`src/rtl/pipe_stage_buf_if.sv`:
```
// Handshake/payload bundle between two pipeline stages and the buffer sitting between them.
// Pure wiring, no latency of its own.
// Carries both the upstream valid/ready_go/allow_in and the downstream allow_in/valid pairs.
// Ports (slave = buffer view):
//   in : flush, up_valid, up_ready_go, up_data, stall, down_allow_in
//   out: allow_in, ready_go, out_valid, out_data, count
interface pipe_stage_buf_if #(
    parameter int DATA_W = 160
);
    logic              flush;
    logic              up_valid;
    logic              up_ready_go;
    logic [DATA_W-1:0] up_data;
    logic              allow_in;
    logic              stall;
    logic              ready_go;
    logic              down_allow_in;
    logic              out_valid;
    logic [DATA_W-1:0] out_data;
    logic [2:0]        count;

    // Environment side: drives the stage controls and sees the buffer state.
    modport master (
        output flush, up_valid, up_ready_go, up_data, stall, down_allow_in,
        input  allow_in, ready_go, out_valid, out_data, count
    );

    // Buffer side.
    modport slave (
        input  flush, up_valid, up_ready_go, up_data, stall, down_allow_in,
        output allow_in, ready_go, out_valid, out_data, count
    );
endinterface

```
`src/rtl/pipe_stage_buf.sv`:
```
// Inter-stage pipeline buffer: opaque DATA_W payload held in a DEPTH-entry circular store.
// Latency 1 cycle: a pushed beat appears on out_valid/out_data on the next cycle (no bypass).
// Backpressure: DEPTH=1 allow_in is combinational from down_allow_in/stall; DEPTH>=2 allow_in is registered (count<DEPTH).
// Ports: clk, reset (async, active-low), bus (pipe_stage_buf_if.slave: flush, stall,
//        up_valid/up_ready_go/up_data -> allow_in, down_allow_in -> ready_go/out_valid/out_data/count).
module pipe_stage_buf #(
    parameter int                DATA_W   = 160,
    parameter int                DEPTH    = 2,
    parameter logic [DATA_W-1:0] RST_DATA = '0
) (
    input logic             clk,
    input logic             reset,
    pipe_stage_buf_if.slave bus
);
    localparam int              PTR_W = (DEPTH > 1) ? $clog2(DEPTH) : 1;
    localparam logic [PTR_W-1:0] LAST = PTR_W'(DEPTH - 1);
    localparam logic [2:0]       FULL = 3'(DEPTH);

    logic [DATA_W-1:0] mem_q [DEPTH];
    logic [PTR_W-1:0]  wr_ptr_q, wr_ptr_d;
    logic [PTR_W-1:0]  rd_ptr_q, rd_ptr_d;
    logic [2:0]        count_q, count_d;
    logic              out_valid;
    logic              ready_go;
    logic              allow_in;
    logic              push;
    logic              pop;

    assign out_valid = (count_q != 3'd0);
    assign ready_go  = !bus.stall;

    // A single-entry buffer must accept a new beat in the same cycle the old one
    // leaves, so its allow_in looks through to downstream. Deeper buffers use the
    // spare entry to cut that path and keep allow_in purely registered.
    generate
        if (DEPTH == 1) begin : g_comb_allow
            assign allow_in = !out_valid || (ready_go && bus.down_allow_in);
        end else begin : g_reg_allow
            assign allow_in = (count_q < FULL);
        end
    endgenerate

    // Flush kills both sides of the handshake in the cycle it is asserted.
    assign push = bus.up_valid && bus.up_ready_go && allow_in && !bus.flush;
    assign pop  = out_valid && ready_go && bus.down_allow_in && !bus.flush;

    function automatic logic [PTR_W-1:0] ptr_inc(input logic [PTR_W-1:0] p);
        return (p == LAST) ? '0 : p + 1'b1;
    endfunction

    always_comb begin
        count_d  = count_q;
        wr_ptr_d = wr_ptr_q;
        rd_ptr_d = rd_ptr_q;
        if (bus.flush) begin
            count_d  = '0;
            wr_ptr_d = '0;
            rd_ptr_d = '0;
        end else begin
            if (push) wr_ptr_d = ptr_inc(wr_ptr_q);
            if (pop)  rd_ptr_d = ptr_inc(rd_ptr_q);
            count_d = count_q + 3'(push) - 3'(pop);
        end
    end

    always_ff @(posedge clk or negedge reset) begin
        if (!reset) begin
            count_q  <= '0;
            wr_ptr_q <= '0;
            rd_ptr_q <= '0;
        end else begin
            count_q  <= count_d;
            wr_ptr_q <= wr_ptr_d;
            rd_ptr_q <= rd_ptr_d;
        end
    end

    // Payload storage needs no reset: an entry is only ever observed while count
    // covers it, and count is cleared by reset and flush.
    always_ff @(posedge clk) begin
        if (push) mem_q[wr_ptr_q] <= bus.up_data;
    end

    assign bus.allow_in  = allow_in;
    assign bus.ready_go  = ready_go;
    assign bus.out_valid = out_valid;
    assign bus.out_data  = out_valid ? mem_q[rd_ptr_q] : RST_DATA;
    assign bus.count     = count_q;
endmodule

```
`src/flat_wrapper.sv`:
```
// flat-port wrapper written by rule: the top's interface ports become plain ports
module pipe_stage_buf_flat 
#(
    parameter int                DATA_W   = 160,
    parameter int                DEPTH    = 2,
    parameter logic [DATA_W-1:0] RST_DATA = '0
)
  (clk, reset, bus_flush, bus_up_valid, bus_up_ready_go, bus_up_data, bus_stall, bus_down_allow_in, bus_allow_in, bus_ready_go, bus_out_valid, bus_out_data, bus_count);
  pipe_stage_buf_if #(.DATA_W(DATA_W)) bus_i ();
  input logic clk;
  input logic reset;
  input wire logic [$bits(bus_i.flush)-1:0] bus_flush;
  input wire logic [$bits(bus_i.up_valid)-1:0] bus_up_valid;
  input wire logic [$bits(bus_i.up_ready_go)-1:0] bus_up_ready_go;
  input wire logic [$bits(bus_i.up_data)-1:0] bus_up_data;
  input wire logic [$bits(bus_i.stall)-1:0] bus_stall;
  input wire logic [$bits(bus_i.down_allow_in)-1:0] bus_down_allow_in;
  output wire logic [$bits(bus_i.allow_in)-1:0] bus_allow_in;
  output wire logic [$bits(bus_i.ready_go)-1:0] bus_ready_go;
  output wire logic [$bits(bus_i.out_valid)-1:0] bus_out_valid;
  output wire logic [$bits(bus_i.out_data)-1:0] bus_out_data;
  output wire logic [$bits(bus_i.count)-1:0] bus_count;
  assign bus_i.flush = bus_flush;
  assign bus_i.up_valid = bus_up_valid;
  assign bus_i.up_ready_go = bus_up_ready_go;
  assign bus_i.up_data = bus_up_data;
  assign bus_i.stall = bus_stall;
  assign bus_i.down_allow_in = bus_down_allow_in;
  assign bus_allow_in = bus_i.allow_in;
  assign bus_ready_go = bus_i.ready_go;
  assign bus_out_valid = bus_i.out_valid;
  assign bus_out_data = bus_i.out_data;
  assign bus_count = bus_i.count;
  pipe_stage_buf #(.DATA_W(DATA_W), .DEPTH(DEPTH), .RST_DATA(RST_DATA)) u_core (.clk(clk), .reset(reset), .bus(bus_i));
endmodule
```
`config.mk`:
```
export PLATFORM = sky130hd
export DESIGN_NAME = pipe_stage_buf_flat
export DESIGN_NICKNAME = d
export VERILOG_FILES = /design/src/rtl/pipe_stage_buf_if.sv /design/src/rtl/pipe_stage_buf.sv /design/src/flat_wrapper.sv
export SDC_FILE = /design/constraint.sdc
export NUM_CORES = 1
export LEC_CHECK = 0
export CAP_MARGIN = 5
export CORE_MARGIN = 2
export CORE_UTILIZATION = 52
export CTS_CLUSTER_SIZE = 10
export DETAILED_ROUTE_END_ITERATION = 8
export GPL_TIMING_DRIVEN = 0
export PLACE_DENSITY = 0.93
export SYNTH_ARGS = -nofsm -noshare
export SYNTH_HDL_FRONTEND = slang
export SYNTH_SLANG_ARGS = --single-unit
export TNS_END_PERCENT = 30
```
`constraint.sdc`:
```
create_clock -name clk -period 39.2 [get_ports clk]
set_input_delay 3.92 -clock clk [delete_from_list [all_inputs] [get_ports clk]]
set_output_delay 3.92 -clock clk [all_outputs]
set_load 0.02 [all_outputs]
```
; ---- Word level (Yosys, flattened, before mapping)
; Memories as Yosys holds them, arrays and structs flattened.
; Index checks and enable logic that the tools add are counted.
[op_classes]
addsub = 4
n_mux = 10
reduce_logical = 11
n_lt_le_gt_ge = 1
[ops]
columns = operator, count
row1 = $mux W160, 1
row2 = $mux W1, 8
row3 = $logic_and A1 B1 Y1, 6
row4 = $reduce_bool A2 Y1, 2
row5 = $add A3 B1 Y3, 1
row6 = $lt A3 B2 Y1 const B, 1
row7 = $mux W3, 1
row8 = $reduce_bool A3 Y1, 1
row9 = $sub A3 B1 Y3, 1
row10 = $add A1 B1 Y1 const B, 2
row11 = $logic_not A1 Y1, 2
[totals]
elab_cells = 30
regBits = 5
input_bits = 167
out_inout_bits = 166
memories = 1
mem_bits_rw = 320
[memory_table]
columns = name, depth, width, rd, rd_ports_with_merged_regs, write_ports, line_no
row1 = u_core.mem_q, 2, 160, 1, 0, 1, pipe_stage_buf.sv:19  ; logic [DATA_W-1:0] mem_q [DEPTH];

; ---- Longest topological paths before layout
; Gate-level depths: netlist of the first run.
[logic_depth]
ltp_word = 6
depth_mapped = 11
mapped_depth_nobuf = 11

; ---- Worst setup path after synthesis of the first run
; Ideal clock, no wire load.
[synth_path]
kind = input to register
startpoint = input bus_flush
endpoint = memory u_core.mem_q[0][0], enable pin
n_path_buf = 1
arrival_time_ns = 14.936
t_required_ns = 38.323
slack_ns = 23.388
setup_time_ns = 0.877
stages = 2
cell_sequence = clkbuf_1 > nor3_1
[synth_via]
elab_chain_cells = 4
[synth_rtl]
columns = item, line_no
row1 = "start, declared", flat_wrapper.sv:12  ; input wire logic [$bits(bus_i.flush)-1:0] bus_flush;
row2 = $logic_not A1 Y1, pipe_stage_buf.sv:44  ; assign push = bus.up_valid && bus.up_ready_go && allow_in && !bus.flush;
row3 = $logic_and A1 B1 Y1, pipe_stage_buf.sv:44
row4 = $mux W1, pipe_stage_buf.sv:81  ; if (push) mem_q[wr_ptr_q] <= bus.up_data;
row5 = $mux W1 (not written as such), pipe_stage_buf.sv:81
row6 = "end, declared", pipe_stage_buf.sv:19
; Every way passes these cells.

; ---- Worst setup path in the final report of the first run
[layout_path]
startpoint = input bus_stall
endpoint = output bus_ready_go
[layout_via]
elab_chain_cells = 1
[layout_rtl]
columns = item, line_no
row1 = "start, declared", flat_wrapper.sv:16  ; input wire logic [$bits(bus_i.stall)-1:0] bus_stall;
row2 = $logic_not A1 Y1, pipe_stage_buf.sv:30  ; assign ready_go = !bus.stall;
row3 = "end, declared", flat_wrapper.sv:19  ; output wire logic [$bits(bus_i.ready_go)-1:0] bus_ready_go;
; Every way passes these cells.

==> flow_metrics.env, run 1 <==
export IMPL_vias=7360
export IMPL_finalMaxSlewViolations=0
export IMPL_setup_violations=0
export IMPL_drt_iter0_drc=418
export IMPL_syn_nets=879
export IMPL_dpl_hpwl_microns=19600
export IMPL_crit_family="buffers and inverters"
export IMPL_syn_avg_cell_area_sq_um=17.4
export IMPL_finalWeightedCongestion=0.763
export IMPL_root_buffer="clkbuf_16"
export IMPL_drt_total_wl_microns=28700
export IMPL_first_pass_iters=5
export IMPL_ys_ff_latch=325
export IMPL_rows=56
export IMPL_clk_latency_ns=0.50
export IMPL_grt_pass1_wl_microns=42100
export IMPL_drc=0
export IMPL_path_clk_slew_ns=0.05
export IMPL_cp_required_ns=35.28
export IMPL_synthTopCellsByCount="320 x edfxtp_1, 165 x nor2_1, 160 x mux2i_1"
export IMPL_syn2layout_area_growth_pct=40.8
export IMPL_synth_edff_count=320
export IMPL_worst_hold_path_type="flop to flop"
export IMPL_viasPerCell=5.16
export IMPL_clock_path_buffers=3
export IMPL_ys_warnings_count=0
export IMPL_multiInputGateArea_sq_um=2370
export IMPL_htree_num_levels=2
export IMPL_synth_distinct_cells=19
export IMPL_cts_tree="yes"
export IMPL_power_density_nw_per_um2=56.5
export IMPL_ys_seq_area_frac=0.792
export IMPL_io_buffers=331
export IMPL_pwr_share_seq=0.411
export IMPL_grt_pass1_vias=7772
export IMPL_fin_tns_setup_ns=0
export IMPL_grt_overflow_total=0
export IMPL_dpl_cell_area_sq_um=16300
export IMPL_ant_nets=0
export IMPL_nNetsFinal=1269
export IMPL_synth_area_leaders="edfxtp_1 78%, mux2i_1 13%, nor2_1 5.0%"
export IMPL_post_cts_buffers=0
export IMPL_die_y_microns=158
export IMPL_synth_top_area_frac=0.782
export IMPL_cts_resized_gates=0
export IMPL_p_int_uw=704
export IMPL_die_area_sq_um=24900
export IMPL_path_buf_inv=3
export IMPL_clkSinkCount=325
export IMPL_ir_drop_v=0.0000410
export IMPL_fin_crit_sh=0.227
export IMPL_max_slew_margin=0.400
export IMPL_ioPinCount=333
export IMPL_hold_buffers=0
export IMPL_crit_type="input pin to output pin"
export IMPL_grt_max_degree=70
export IMPL_wl_per_cell_microns=20.1
export IMPL_status="complete, no violations"
export IMPL_critPathLaunchType="input pin"
export IMPL_fmax_ghz=0.112
export IMPL_drive_gt1_frac=0.0841
export IMPL_cp_common_cell="clkdlybuf4s50_1"
export IMPL_swShare=0.281
export IMPL_cpMaxStageDelayCell="clkdlybuf4s50_1"
export IMPL_cap_violations=0
export IMPL_clkPwrFrac=0.312
export IMPL_holdWs_ns=0.614
export IMPL_crit_arrival_ns=4.98
export IMPL_cts_made_buffers=38
export IMPL_regArea_sq_um=9730
export IMPL_syn_area_sq_um=12300
export IMPL_max_stage_delay_ns=0.60
export IMPL_crit_path_end_kind="output pin"
export IMPL_worst_slew_pin_slew_ns=0.896
export IMPL_core_region_area_sq_um=23300
export IMPL_netlist_instances=708
export IMPL_fin_crit_ns=8.91
export IMPL_leakagePower_uw=0.00568
export IMPL_fin_skew_ns=0.00861
export IMPL_start_util=0.527
export IMPL_final_cell_area_sq_um=17300
export IMPL_rsz0062_at_grt="false"
export IMPL_antenna_found_initial=1
export IMPL_final_hold_viol_count=0
export IMPL_grtUsageTotal=0.225
export IMPL_net_switching_power_uw=275
export IMPL_die_x_microns=158
export IMPL_final_util=0.742
export IMPL_fillerInstances=1356
export IMPL_comb_power_share=0.277
export IMPL_synth_area_leader_cell="edfxtp_1"
export IMPL_path_cells="clkdlybuf4s50_1 -> inv_1 -> clkdlybuf4s50_1"
export IMPL_async_flop_share=0.0154
export IMPL_synth_most_common_cell="edfxtp_1"
export IMPL_synthFlopType="edfxtp_1"
export IMPL_path_max_fanout=2
[power groups by stage]
stage          clock network (uW)  registers (uW)  logic, uW
2_1_floorplan                   0             414        133
3_3_place_gp                    0             416        262
3_5_place_dp                    0             409        271
4_1_cts                       311             402        273
5_1_grt                       325             403        287
6_report                      305             402        271
[area by class of cell]
class / count / share of cell area
Clock inverter: 1 / 0.000289
Timing Repair Buffer: 350 / 0.206
Antenna cell: 1 / 0.000144
Tap cell: 319 / 0.0230
Clock buffer: 47 / 0.0605
Sequential cell: 325 / 0.562
Buffer: 36 / 0.00983
Inverter: 7 / 0.00152
Multi-Input combinational cell: 340 / 0.137
[metrics by stage]
step	power (uW)	cells	setup slack, ns
final	979	1426	30.30
after global routing	1020	1425	30.25
after CTS	987	1425	30.30
after detailed placement	680	1377	30.30
after global placement	678	1358	17.43
after floorplan	547	708	23.39
[registers in the layout, summed over array words and instances (netlist names)]
register,count
u_core.mem_q,320
u_core.bus.count,3
u_core.rd_ptr_q,1
u_core.wr_ptr_q,1
[placed cells by master (no fill, tap or decap), types with 5 or more instances in the layout]
cell             netlist  routed
clkbuf_1               8      14
mux2i_1              160     160
dfrtp_1                5       5
buf_2                 28      28
inv_1                  6       6
nor2_1               165     165
buf_6                  0      15
clkdlybuf4s50_1        0     331
clkbuf_16              0      41
edfxtp_1             320     320
[worst reg2reg max path, cell delays in order, from the launching register on]
cell	delay, ns
dfrtp_1	0.45
inv_1	0.09
ha_1	0.20
nand3_1	0.20
nor3_2	0.73
buf_6	0.28
buf_6	0.16
buf_6	0.16
buf_6	0.19
buf_4	0.24
buf_6	0.17
[cells by family after synthesis]
kind of cell / Yosys count / synth area share
xor+xnor: 2 / 0.00142
fa+ha+maj: 4 / 0.00468
buf+inv: 43 / 0.0160
flops: 325 / 0.792
mux: 161 / 0.131
simple gates: 173 / 0.0551
[final timing paths]
check | startpoint | end | slack [ns] | depth (start not counted)
max | bus_stall | bus_ready_go | 30.30 | 3
min | u_core.wr_ptr_q$_DFFE_PN0P_ | u_core.wr_ptr_q$_DFFE_PN0P_ | 0.61 | 2
max reg2reg | u_core.bus.count[1]$_DFF_PN0_ | u_core.mem_q[0][134]$_DFFE_PP_ | 36.06 | 10
min reg2reg | u_core.wr_ptr_q$_DFFE_PN0P_ | u_core.wr_ptr_q$_DFFE_PN0P_ | 0.61 | 2
max in group asynchronous | reset | u_core.wr_ptr_q$_DFFE_PN0P_ | 35.35 | 1
min in group asynchronous | reset | u_core.bus.count[0]$_DFF_PN0_ | 3.65 | 1
[metal layers]
metal / GRT usage / vias up / routed length [microns]
met5: 0 / - / 13
met4: 0.0970 / 2 / 1050
met3: 0.0528 / 69 / 1860
met2: 0.406 / 295 / 15300
met1: 0.255 / 3597 / 10400
li1: - / 3397 / -
Power figures use the tool's default switching activity.
==> run 2: changes to the inputs <==
- CORE_UTILIZATION: 52 -> 48
- PLACE_DENSITY: 0.93 -> 0.88
- clock period: 39.2 -> 8.2 ns (I/O delays scaled with it)
==> flow_metrics.env, run 2 (synthesized netlist as in run 1, its figures left out) <==
export IMPL_drive_gt1_frac=0.0768
export IMPL_max_slew_margin=0.374
export IMPL_crit_path_end_kind="output pin"
export IMPL_vias=7304
export IMPL_root_buffer="clkbuf_16"
export IMPL_crit_type="flop to output pin"
export IMPL_drc=0
export IMPL_largest_reg_flops=320
export IMPL_syn2layout_area_growth_pct=41.1
export IMPL_wl_per_cell_microns=20.0
export IMPL_finalNonFillerCells=1439
export IMPL_net_switching_power_uw=1330
export IMPL_fin_ws_ns=4.13
export IMPL_grt_pass1_wl_microns=42000
export IMPL_path_max_fanout=10
export IMPL_fin_crit_ns=4.07
export IMPL_finalWeightedCongestion=0.747
export IMPL_core_region_area_sq_um=25200
export IMPL_ant_nets=0
export IMPL_die_y_microns=164
export IMPL_ir_drop_v=0.000195
export IMPL_grtUsageTotal=0.207
export IMPL_setup_violations=0
export IMPL_pwr_share_seq=0.412
export IMPL_dp_cells=1380
export IMPL_leakagePower_uw=0.00565
export IMPL_grt_overflow_total=0
export IMPL_clkPwrFrac=0.310
export IMPL_grt_pass1_vias=7850
export IMPL_drt_iter0_drc=509
export IMPL_start_util=0.488
export IMPL_p_int_uw=3340
export IMPL_status="complete, no violations"
export IMPL_path_clk_slew_ns=0.05
export IMPL_place_ws_ns=4.58
export IMPL_layout_common_cells="331 x clkdlybuf4s50_1, 320 x edfxtp_1, 165 x nor2_1"
export IMPL_final_hold_viol_count=0
export IMPL_cap_violations=0
export IMPL_post_cts_buffers=0
export IMPL_io_buffers=331
export IMPL_dpl_hpwl_microns=19600
export IMPL_cts_made_buffers=38
export IMPL_rows=58
export IMPL_critPathLaunchType="flop"
export IMPL_die_area_sq_um=26900
export IMPL_htree_num_levels=2
export IMPL_grt_max_degree=66
export IMPL_antenna_found_initial=3
export IMPL_die_x_microns=164
export IMPL_cts_tree="yes"
export IMPL_layout_commonest_cell="clkdlybuf4s50_1"
export IMPL_ioPinCount=333
export IMPL_fmax_ghz=0.246
export IMPL_comb_power_share=0.278
export IMPL_clk_latency_ns=0.51
export IMPL_regMostFlops="u_core.mem_q"
export IMPL_holdWs_ns=0.544
export IMPL_power_density_nw_per_um2=269
export IMPL_drt_total_wl_microns=28700
export IMPL_rsz0062_at_grt="false"
export IMPL_hold_buffers=0
export IMPL_viasPerCell=5.08
export IMPL_swShare=0.285
export IMPL_first_pass_iters=5
export IMPL_cts_resized_gates=0
export IMPL_worst_hold_path_type="input pin to async pin"
export IMPL_dpl_cell_area_sq_um=16300
export IMPL_fin_crit_sh=0.496
export IMPL_worst_slew_pin_slew_ns=0.938
export IMPL_clkSinkCount=325
export IMPL_cp_required_ns=7.38
export IMPL_fin_skew_ns=0.0129
export IMPL_crit_arrival_ns=3.25
export IMPL_final_cell_area_sq_um=17300
export IMPL_nNetsFinal=1261
export IMPL_finalMaxSlewViolations=0
export IMPL_clock_path_buffers=3
-- run 2: cell types whose count changed in the layout (fill, tap and decap cells not counted), moves of 2 or more --
| cell | change |
|---|---|
| buf_8 | +3 |
| clkbuf_1 | +9 |
| clkbuf_16 | -3 |
| inv_6 | +2 |
| buf_6 | -15 |
| buf_16 | +5 |
-- run 2: final cells by class --
class                   instances  area (sq um)
inverters                       7          26.3
plain buffers                  36           170
fillers                      1600          7830
diodes                          2          5.00
multi-input cells             340          2380
well taps                     330           413
flip-flops and latches        325          9730
repair buffers                342          3570
clock buffers                  54          1020
clock inverters                 3          33.8
-- run 2: metal layers --
layer | up-vias | global-route usage | share of wire
li1 | 3393 | - | -
met5 | - | 0 | 0
met3 | 70 | 0.0561 | 0.074
met2 | 305 | 0.386 | 0.54
met1 | 3536 | 0.218 | 0.35
met4 | 0 | 0.0917 | 0.035
-- run 2: worst max-delay path: stages, from the launching register on --
cell             delay, ns
dfrtp_1               0.45
nor3_4                0.44
clkbuf_1              0.75
buf_2                 0.41
nor2_1                0.11
clkdlybuf4s50_1       0.57
-- run 2: path summary, 6_finish.rpt --
check,from,to,slack [ns],cells after the start
min reg2reg,u_core.wr_ptr_q$_DFFE_PN0P_,u_core.wr_ptr_q$_DFFE_PN0P_,0.71,2
max in group asynchronous,reset,u_core.rd_ptr_q$_DFFE_PN0P_,7.44,1
min in group clk,u_core.wr_ptr_q$_DFFE_PN0P_,u_core.wr_ptr_q$_DFFE_PN0P_,0.71,2
min,reset,u_core.bus.count[0]$_DFF_PN0_,0.54,1
max,u_core.bus.count[1]$_DFF_PN0_,bus_out_data[85],4.13,5
max reg2reg,u_core.bus.count[1]$_DFF_PN0_,u_core.bus.count[2]$_DFF_PN0_,5.57,11
-- run 2: through the flow --
| step | power, uW | TNS, ns | utilization |
|---|---|---|---|
| 6_report | 4670 | 0 | 0.689 |
| 4_1_cts | 4720 | 0 | 0.689 |
| 2_1_floorplan | 2600 | 0 | - |
| 5_1_grt | 4850 | 0 | 0.689 |
| 3_3_place_gp | 3240 | -517.17 | 0.636 |
| 3_5_place_dp | 3260 | 0 | 0.647 |
-- run 2: power groups by stage --
stage / clock (uW) / combinational [uW] / sequential (uW)
after floorplan: 0 / 636 / 1970
after global placement: 0 / 1260 / 1970
after detailed placement: 0 / 1300 / 1960
after CTS: 1480 / 1320 / 1920
after global routing: 1550 / 1380 / 1930
final: 1450 / 1300 / 1920
==> run 3: changes to the inputs <==
- clock period: 8.2 -> 4.18 ns (I/O delays scaled with it)
==> flow_metrics.env, run 3 (synthesized netlist as in run 1, its figures left out) <==
export IMPL_status="complete, no violations"
export IMPL_layout_common_cells="331 x clkdlybuf4s50_1, 320 x edfxtp_1, 165 x nor2_1"
export IMPL_max_stage_delay_ns=0.58
export IMPL_ir_drop_v=0.000405
export IMPL_start_util=0.488
export IMPL_antennaDiodeCount=0
export IMPL_syn2layout_area_growth_pct=41.2
export IMPL_startpoint="u_core.bus.count[1]$_DFF_PN0_"
export IMPL_clock_path_buffers=3
export IMPL_clkSinkCount=325
export IMPL_grt_max_degree=69
export IMPL_drt_iter0_drc=496
export IMPL_final_hold_viol_count=0
export IMPL_ioPinCount=333
export IMPL_cpMaxStageDelayCell="clkdlybuf4s50_1"
export IMPL_top_layer="met4"
export IMPL_layout_commonest_cell="clkdlybuf4s50_1"
export IMPL_path_max_fanout=10
export IMPL_grt_pass1_wl_microns=42300
export IMPL_finalPower_uw=9120
export IMPL_grtUsageTotal=0.208
export IMPL_fin_skew_ns=0.0184
export IMPL_fin_crit_ns=3.41
export IMPL_ant_nets=0
export IMPL_drt_total_wl_microns=28400
export IMPL_die_x_microns=164
export IMPL_rows=58
export IMPL_regArea_sq_um=9740
export IMPL_power_density_nw_per_um2=525
export IMPL_first_pass_iters=5
export IMPL_rsz0062_at_grt="false"
export IMPL_worst_slew_pin_slew_ns=0.673
export IMPL_antenna_found_initial=0
export IMPL_fin_tns_setup_ns=0
export IMPL_fin_ws_ns=0.770
export IMPL_nNetsFinal=1261
export IMPL_path_cells="nor3_4 -> clkbuf_1 -> buf_2 -> nor2_1 -> clkdlybuf4s50_1"
export IMPL_root_buffer="clkbuf_16"
export IMPL_finalMaxSlewViolations=0
export IMPL_dr_wl_met2_microns=14900
export IMPL_grt_pass1_vias=7848
export IMPL_viasPerCell=5.07
export IMPL_core_region_area_sq_um=25200
export IMPL_path_clk_slew_ns=0.05
export IMPL_wl_met1_microns=9960
export IMPL_cts_tree="yes"
export IMPL_die_y_microns=164
export IMPL_finalWeightedCongestion=0.755
export IMPL_crit_arrival_ns=2.99
export IMPL_vias=7250
export IMPL_wl_per_cell_microns=19.9
export IMPL_critPathLaunchType="flop"
export IMPL_cts_made_buffers=38
export IMPL_crit_type="flop to output pin"
export IMPL_io_buffers=331
export IMPL_fmax_ghz=0.293
export IMPL_fin_crit_sh=0.816
export IMPL_leakagePower_uw=0.00565
export IMPL_cts_resized_gates=0
export IMPL_clk_latency_ns=0.50
export IMPL_final_util=0.690
export IMPL_multiInputGateArea_sq_um=2400
export IMPL_r2r_start="u_core.bus.count[1]$_DFF_PN0_"
export IMPL_dpl_hpwl_microns=19700
export IMPL_place_ws_ns=1.10
export IMPL_dpl_cell_area_sq_um=16300
export IMPL_grt_overflow_total=0
export IMPL_post_cts_buffers=0
export IMPL_crit_path_end_kind="output pin"
export IMPL_max_slew_margin=0.552
export IMPL_htree_num_levels=2
export IMPL_hold_buffers=0
export IMPL_drc=0
export IMPL_cap_violations=0
export IMPL_setup_violations=0
export IMPL_final_cell_area_sq_um=17400
export IMPL_worst_hold_path_type="input pin to async pin"
export IMPL_die_area_sq_um=26900
export IMPL_fillerInstances=1584
export IMPL_cp_required_ns=3.76
export IMPL_regMostFlops="u_core.mem_q"
export IMPL_drive_gt1_frac=0.0818
export IMPL_largest_reg_flops=320
export IMPL_met3_wirelength_microns=2550
## run 3: cell types whose count changed in the layout (fill, tap and decap cells not counted), sizes merged
cell / previous run / this run
clkbuf: 62 / 55
diode: 2 / 0
clkinv: 1 / 2
inv: 9 / 8
## run 3: per-stage QoR
stage	instances	hold slack (ns)
after global placement	1369	0.588
after floorplan	708	0.122
final	1430	0.143
after detailed placement	1380	0.613
after CTS	1430	0.132
after global routing	1430	0.137
## run 3: critical path: cells and delay by family, from the launching register on
| family | cells | cell delay (ns) |
|---|---|---|
| buffers and inverters | 3 | 1.51 |
| and+or+nand+nor | 2 | 0.52 |
| DFF | 1 | 0.46 |
## run 3: layout make-up
cell class,instances,share of cell area
Clock buffer,47,0.0579
Buffer,36,0.00980
Multi-Input combinational cell,340,0.138
Inverter,7,0.00151
Sequential cell,325,0.561
Clock inverter,3,0.00101
Tap cell,330,0.0238
Timing Repair Buffer,342,0.207
## run 3: worst paths after layout
check / cells after the start / end / slack (ns)
max: 5 / bus_out_data[72] / 0.77
min: 1 / u_core.bus.count[1]$_DFF_PN0_ / 0.14
max reg2reg: 11 / u_core.bus.count[2]$_DFF_PN0_ / 1.57
min reg2reg: 2 / u_core.wr_ptr_q$_DFFE_PN0P_ / 0.63
max in group asynchronous: 1 / u_core.bus.count[2]$_DFF_PN0_ / 3.82
min in group clk: 2 / u_core.wr_ptr_q$_DFFE_PN0P_ / 0.32
## run 3: layer usage
metal	vias up	GRT usage
li1	3370	-
met4	0	0.0809
met2	326	0.371
met1	3482	0.224
met5	-	0
met3	72	0.0753
## run 3: power by group
part | switching, uW | total [uW] | internal (uW)
sequential | 41.1 | 3780 | 3730
combinational | 1400 | 2550 | 1150
clock | 1130 | 2790 | 1670
total | 2570 | 9120 | 6550
==> RTL edit 1: new RTL, settings of run 3 <==
`DEPTH` is set to 2 in 2 places; all go to 4. Comments in the files are not updated.
--- a/src/rtl/pipe_stage_buf.sv
+++ b/src/rtl/pipe_stage_buf.sv
@@ -6,5 +6,5 @@
 module pipe_stage_buf #(
     parameter int                DATA_W   = 160,
-    parameter int                DEPTH    = 2,
+    parameter int                DEPTH    = 4,
     parameter logic [DATA_W-1:0] RST_DATA = '0
 ) (
--- a/src/flat_wrapper.sv
+++ b/src/flat_wrapper.sv
@@ -3,5 +3,5 @@
 #(
     parameter int                DATA_W   = 160,
-    parameter int                DEPTH    = 2,
+    parameter int                DEPTH    = 4,
     parameter logic [DATA_W-1:0] RST_DATA = '0
 )
Function: changed (a bounded check fails within 4 cycles, from zero or initial values and one cycle with reset low).
==> RTL edit 1 against run 3 <==
  * Design area rose by 79%
  * Global-route usage fell by 0.58 points
  * Count of clock-buffer cells in the layout rose by 41
  * Synthesized area rose by 100%
  * Clock power rose by 100%
  * Routed wire length rose by 86%
  * Power rose by 72%
  * Sequential share of layout area rose by 6.2 points
  * Largest cell class unchanged
  * Hold slack got worse by 0.021 ns
  * First-iteration DRC count rose by 62%
  * Sequential cell count rose by 322
  * Combinational power rose by 5%
  * Setup slack got worse by 0.49 ns
  * Largest power group unchanged
==> RTL edit 1: results (changes against run 3) <==
Synth
  • Number of enable flip-flop cells after synthesis: 640 (+100%)
  • Most area-consuming cells after synthesis: sky130_fd_sc_hd__edfxtp_1, sky130_fd_sc_hd__mux4_2, sky130_fd_sc_hd__and2_1
  • Compound-cell area share of the yosys netlist: 0.00112 (+0.00112)
  • Parity-gate share of the synthesized area counting xor and xnor cells: 0.000712 (-0.000712)
  • Syn Nets: 1238 (+41%)
  • Cell count after synthesis: 1063 (+50%)
  • Number of unique standard cell types used by synthesis: 25 (+6)
  • Ranking of synthesized cells by instance count: sky130_fd_sc_hd__edfxtp_1, sky130_fd_sc_hd__and2_1, sky130_fd_sc_hd__mux4_2

STA
  • Worst Hold Margin: 0.122 ns (-0.0205 ns)
  • Transition time at the pin with the least slew margin: 0.838 ns (+0.165 ns)
  • Minimum setup slack in the final design: 0.278 ns (-0.492 ns)

GRT
  • Antenna violations before repair: 9 (+9)
  • Largest net degree at the start of global routing: 58 (-16%)

Clocking
  • Latest clock arrival within the worst-skew pair: 0.60 ns (+0.10 ns)
  • Max H-tree Level: 3 (+1)

Critical path
  • Number of cells on the worst reg-to-reg path: 5 (-6)
  • Reg-to-reg critical path startpoint: u_core.bus.count[2]$_DFF_PN0_
  • Worst stage delay on the critical path: 0.67 ns (+0.09 ns)
  • End of the worst register-to-register path: u_core.mem_q[1][63]$_DFFE_PP_
  • Slowest stage cell, crit path: sky130_fd_sc_hd__clkbuf_1
  • Setup slack, reg-to-reg: 1.54 ns (-0.03 ns)

Cells and area
  • Fraction of final layout cells with drive strength greater than 1: 0.193 (+0.111)
  • NumNets Final: 1658 (+31%)

Outcome
  • Outcome: complete, no violations

Pwr
  • Internal Pwr Total: 11.9 mW (+82%)
-- RTL edit 1: power by group through the flow --
stage	logic [mW]	clock network, mW	registers (mW)
2_1_floorplan	1.34	0	7.44
3_3_place_gp	2.64	0	7.44
3_5_place_dp	2.70	0	7.43
4_1_cts	2.72	5.82	7.30
5_1_grt	2.85	6.05	7.31
6_report	2.68	5.70	7.30
-- RTL edit 1: cell type report --
class	count	area, um2	area share
Tap cell	672	841	0.0270
Clock buffer	88	1990	0.0639
Multi-Input combinational cell	353	4870	0.156
Sequential cell	647	19400	0.623
Clock inverter	7	91.3	0.00293
Inverter	9	33.8	0.00108
Buffer	54	302	0.00968
Antenna cell	4	10.0	0.000321
Timing Repair Buffer	343	3620	0.116
-- RTL edit 1: per-layer routing --
layer  up-vias  track usage  share of wire
met3       102       0.0737          0.086
met5         -            0         0.0018
li1       5169            -              -
met4        14       0.0575          0.024
met1      6277        0.247           0.38
met2       451        0.339           0.51
==> RTL edit 2: new RTL, config.mk and constraints of run 3 <==
Made on the original files. Make the reset (`reset`) synchronous in one clocked block. Comments in the files are not updated.
--- a/src/rtl/pipe_stage_buf.sv
+++ b/src/rtl/pipe_stage_buf.sv
@@ -64,5 +64,5 @@
     end
 
-    always_ff @(posedge clk or negedge reset) begin
+    always_ff @(posedge clk) begin
         if (!reset) begin
             count_q  <= '0;
Formal check against the unedited RTL: differs if reset is asserted again (counterexample within 4 cycles, from zero or initial values and one cycle with reset low); with reset held inactive, the same outputs for 4 cycles.
==> RTL edit 2 against run 3 <==
  * Design area up 0.35%
  * Hold slack better by 0.35 ns
  * Non-clock buffer count down 3
  * Highest routed layer unchanged
  * Setup slack improved by 0.54 ns
  * Synthesized cell count grew 0.42%
  * Sequential cell count is 1 higher
  * Synthesized area rose by 1.2%
  * First-iteration DRC count fell by 7.1%
  * Critical path depth up 1
  * Routed wire length grew 5.4%
  * Critical endpoint is now bus_out_data[66]
Power is not compared: it rests on default switching activity, and its combinational part moved more than twofold at a synthesized area within 25%.
==> RTL edit 2: results (changes against run 3) <==
GRT
  • GRT met3 Usage: 0.0771 (+0.00184)
  • Wire length of the first global-routing pass: 44200 um (+4.6%)
  • Antenna violations before repair: 2 (+2)
  • M2 GR Usage: 0.391 (+0.0206)
  • Largest net degree at the start of global routing: 63 (-8.7%)
  • Vias in the first global route: 7827 (-0.27%)
  • Overall global routing resource usage: 0.218 (+0.0104)

STA
  • Worst clock skew: 0.00860 ns (-0.00981 ns)
  • Max-slew headroom at the worst pin: 0.391 (-0.160)
  • Worst Hold Margin: 0.493 ns (+0.350 ns)

Placed design
  • GP Congestion: 0.761 (+0.87%)
  • Dpl hpwl: 20200 um (+2.4%)
  • Number of buffers inserted by port buffering: 332 (+0.30%)

Detailed routing
  • Length of routed wiring on met1: 11000 um (+11%)
  • Post-DR vias/cell: 5.11 (+0.73%)
  • Violation count after the first detailed-route iteration: 461 (-7.1%)
  • Final wirelength: 30000 um (+5.4%)
  • WL met3: 2980 um (+17%)

Critical path
  • Number of cells on the worst reg-to-reg path: 6 (-5)
  • Capturing instance or port of the critical path: bus_out_data[66]
  • End of the worst register-to-register path: u_core.mem_q[1][122]$_DFFE_PP_
  • Setup slack, reg-to-reg: 1.44 ns (-0.13 ns)
  • Endpoint arrival time on the critical path: 2.45 ns (-0.54 ns)
  • Reg-to-reg critical path startpoint: u_core.bus.count[1]$_SDFF_PP0_

Cells and area
  • Fraction of final layout cells with drive strength greater than 1: 0.0799 (-0.00189)

Synth
  • Post-synthesis adder-cell area fraction: 0.00462 (-0.0000574)
  • Ranking of synthesized cells by instance count: sky130_fd_sc_hd__edfxtp_1, sky130_fd_sc_hd__nor2_1, sky130_fd_sc_hd__mux2i_1
  • Compound-cell area share of the yosys netlist: 0.00121 (+0.00121)
  • Share of cell area taken by muxes after synthesis: 0.129 (-0.00251)
  • Most area-consuming cells after synthesis: sky130_fd_sc_hd__edfxtp_1, sky130_fd_sc_hd__mux2i_1, sky130_fd_sc_hd__nor2_1
  • Share of synthesized flip-flops with an asynchronous set or reset: 0 (-0.0154)
  • Parity-gate share of the synthesized area counting xor and xnor cells: 0.00141 (-0.0000175)
  • Largest family of logic cells by synthesized area: multiplexers
  • Syn Nets: 882 (+0.34%)
  • Proportion of synthesized chip area in sequential cells: 0.782 (-0.0101)
  • Number of unique standard cell types used by synthesis: 21 (+2)

Pwr
  • Net Sw Frac: 0.196

Outcome
  • Outcome: complete, no violations

Worst hold path
  • Worst min-delay path class: in -> reg
-- RTL edit 2: changes by cell type after synthesis, sizes merged, moves of 2 or more --
| cell | change |
|---|---|
| dfxtp | +6 |
| clkbuf | -8 |
| buf | +8 |
| nor2b | -2 |
| dfrtp | -5 |
| a21oi | +2 |
| nand2b | +2 |
-- RTL edit 2: metrics by stage --
step                      area [um2]  total power, mW  worst slack [ns]  instances  setup TNS (ns)
after detailed placement       16400             4.16              1.08       1380               0
after CTS                      17400             7.06              1.22       1431               0
final                          17400             7.02              1.31       1433               0
after global placement         16200             4.14             -3.24       1373         -704.97
after global routing           17400             7.22              1.20       1432               0
after floorplan                12500             3.87             -1.11        711         -177.81
-- RTL edit 2: layout make-up --
class	instances	area (um2)
antenna	2	5.00
buffer	36	325
clock buffer	50	1060
clock inverter	1	3.75
fill	1661	7900
inverter	8	30.0
multi-input combinational	341	2370
sequential	326	9730
tap	330	413
timing repair buffer	339	3490
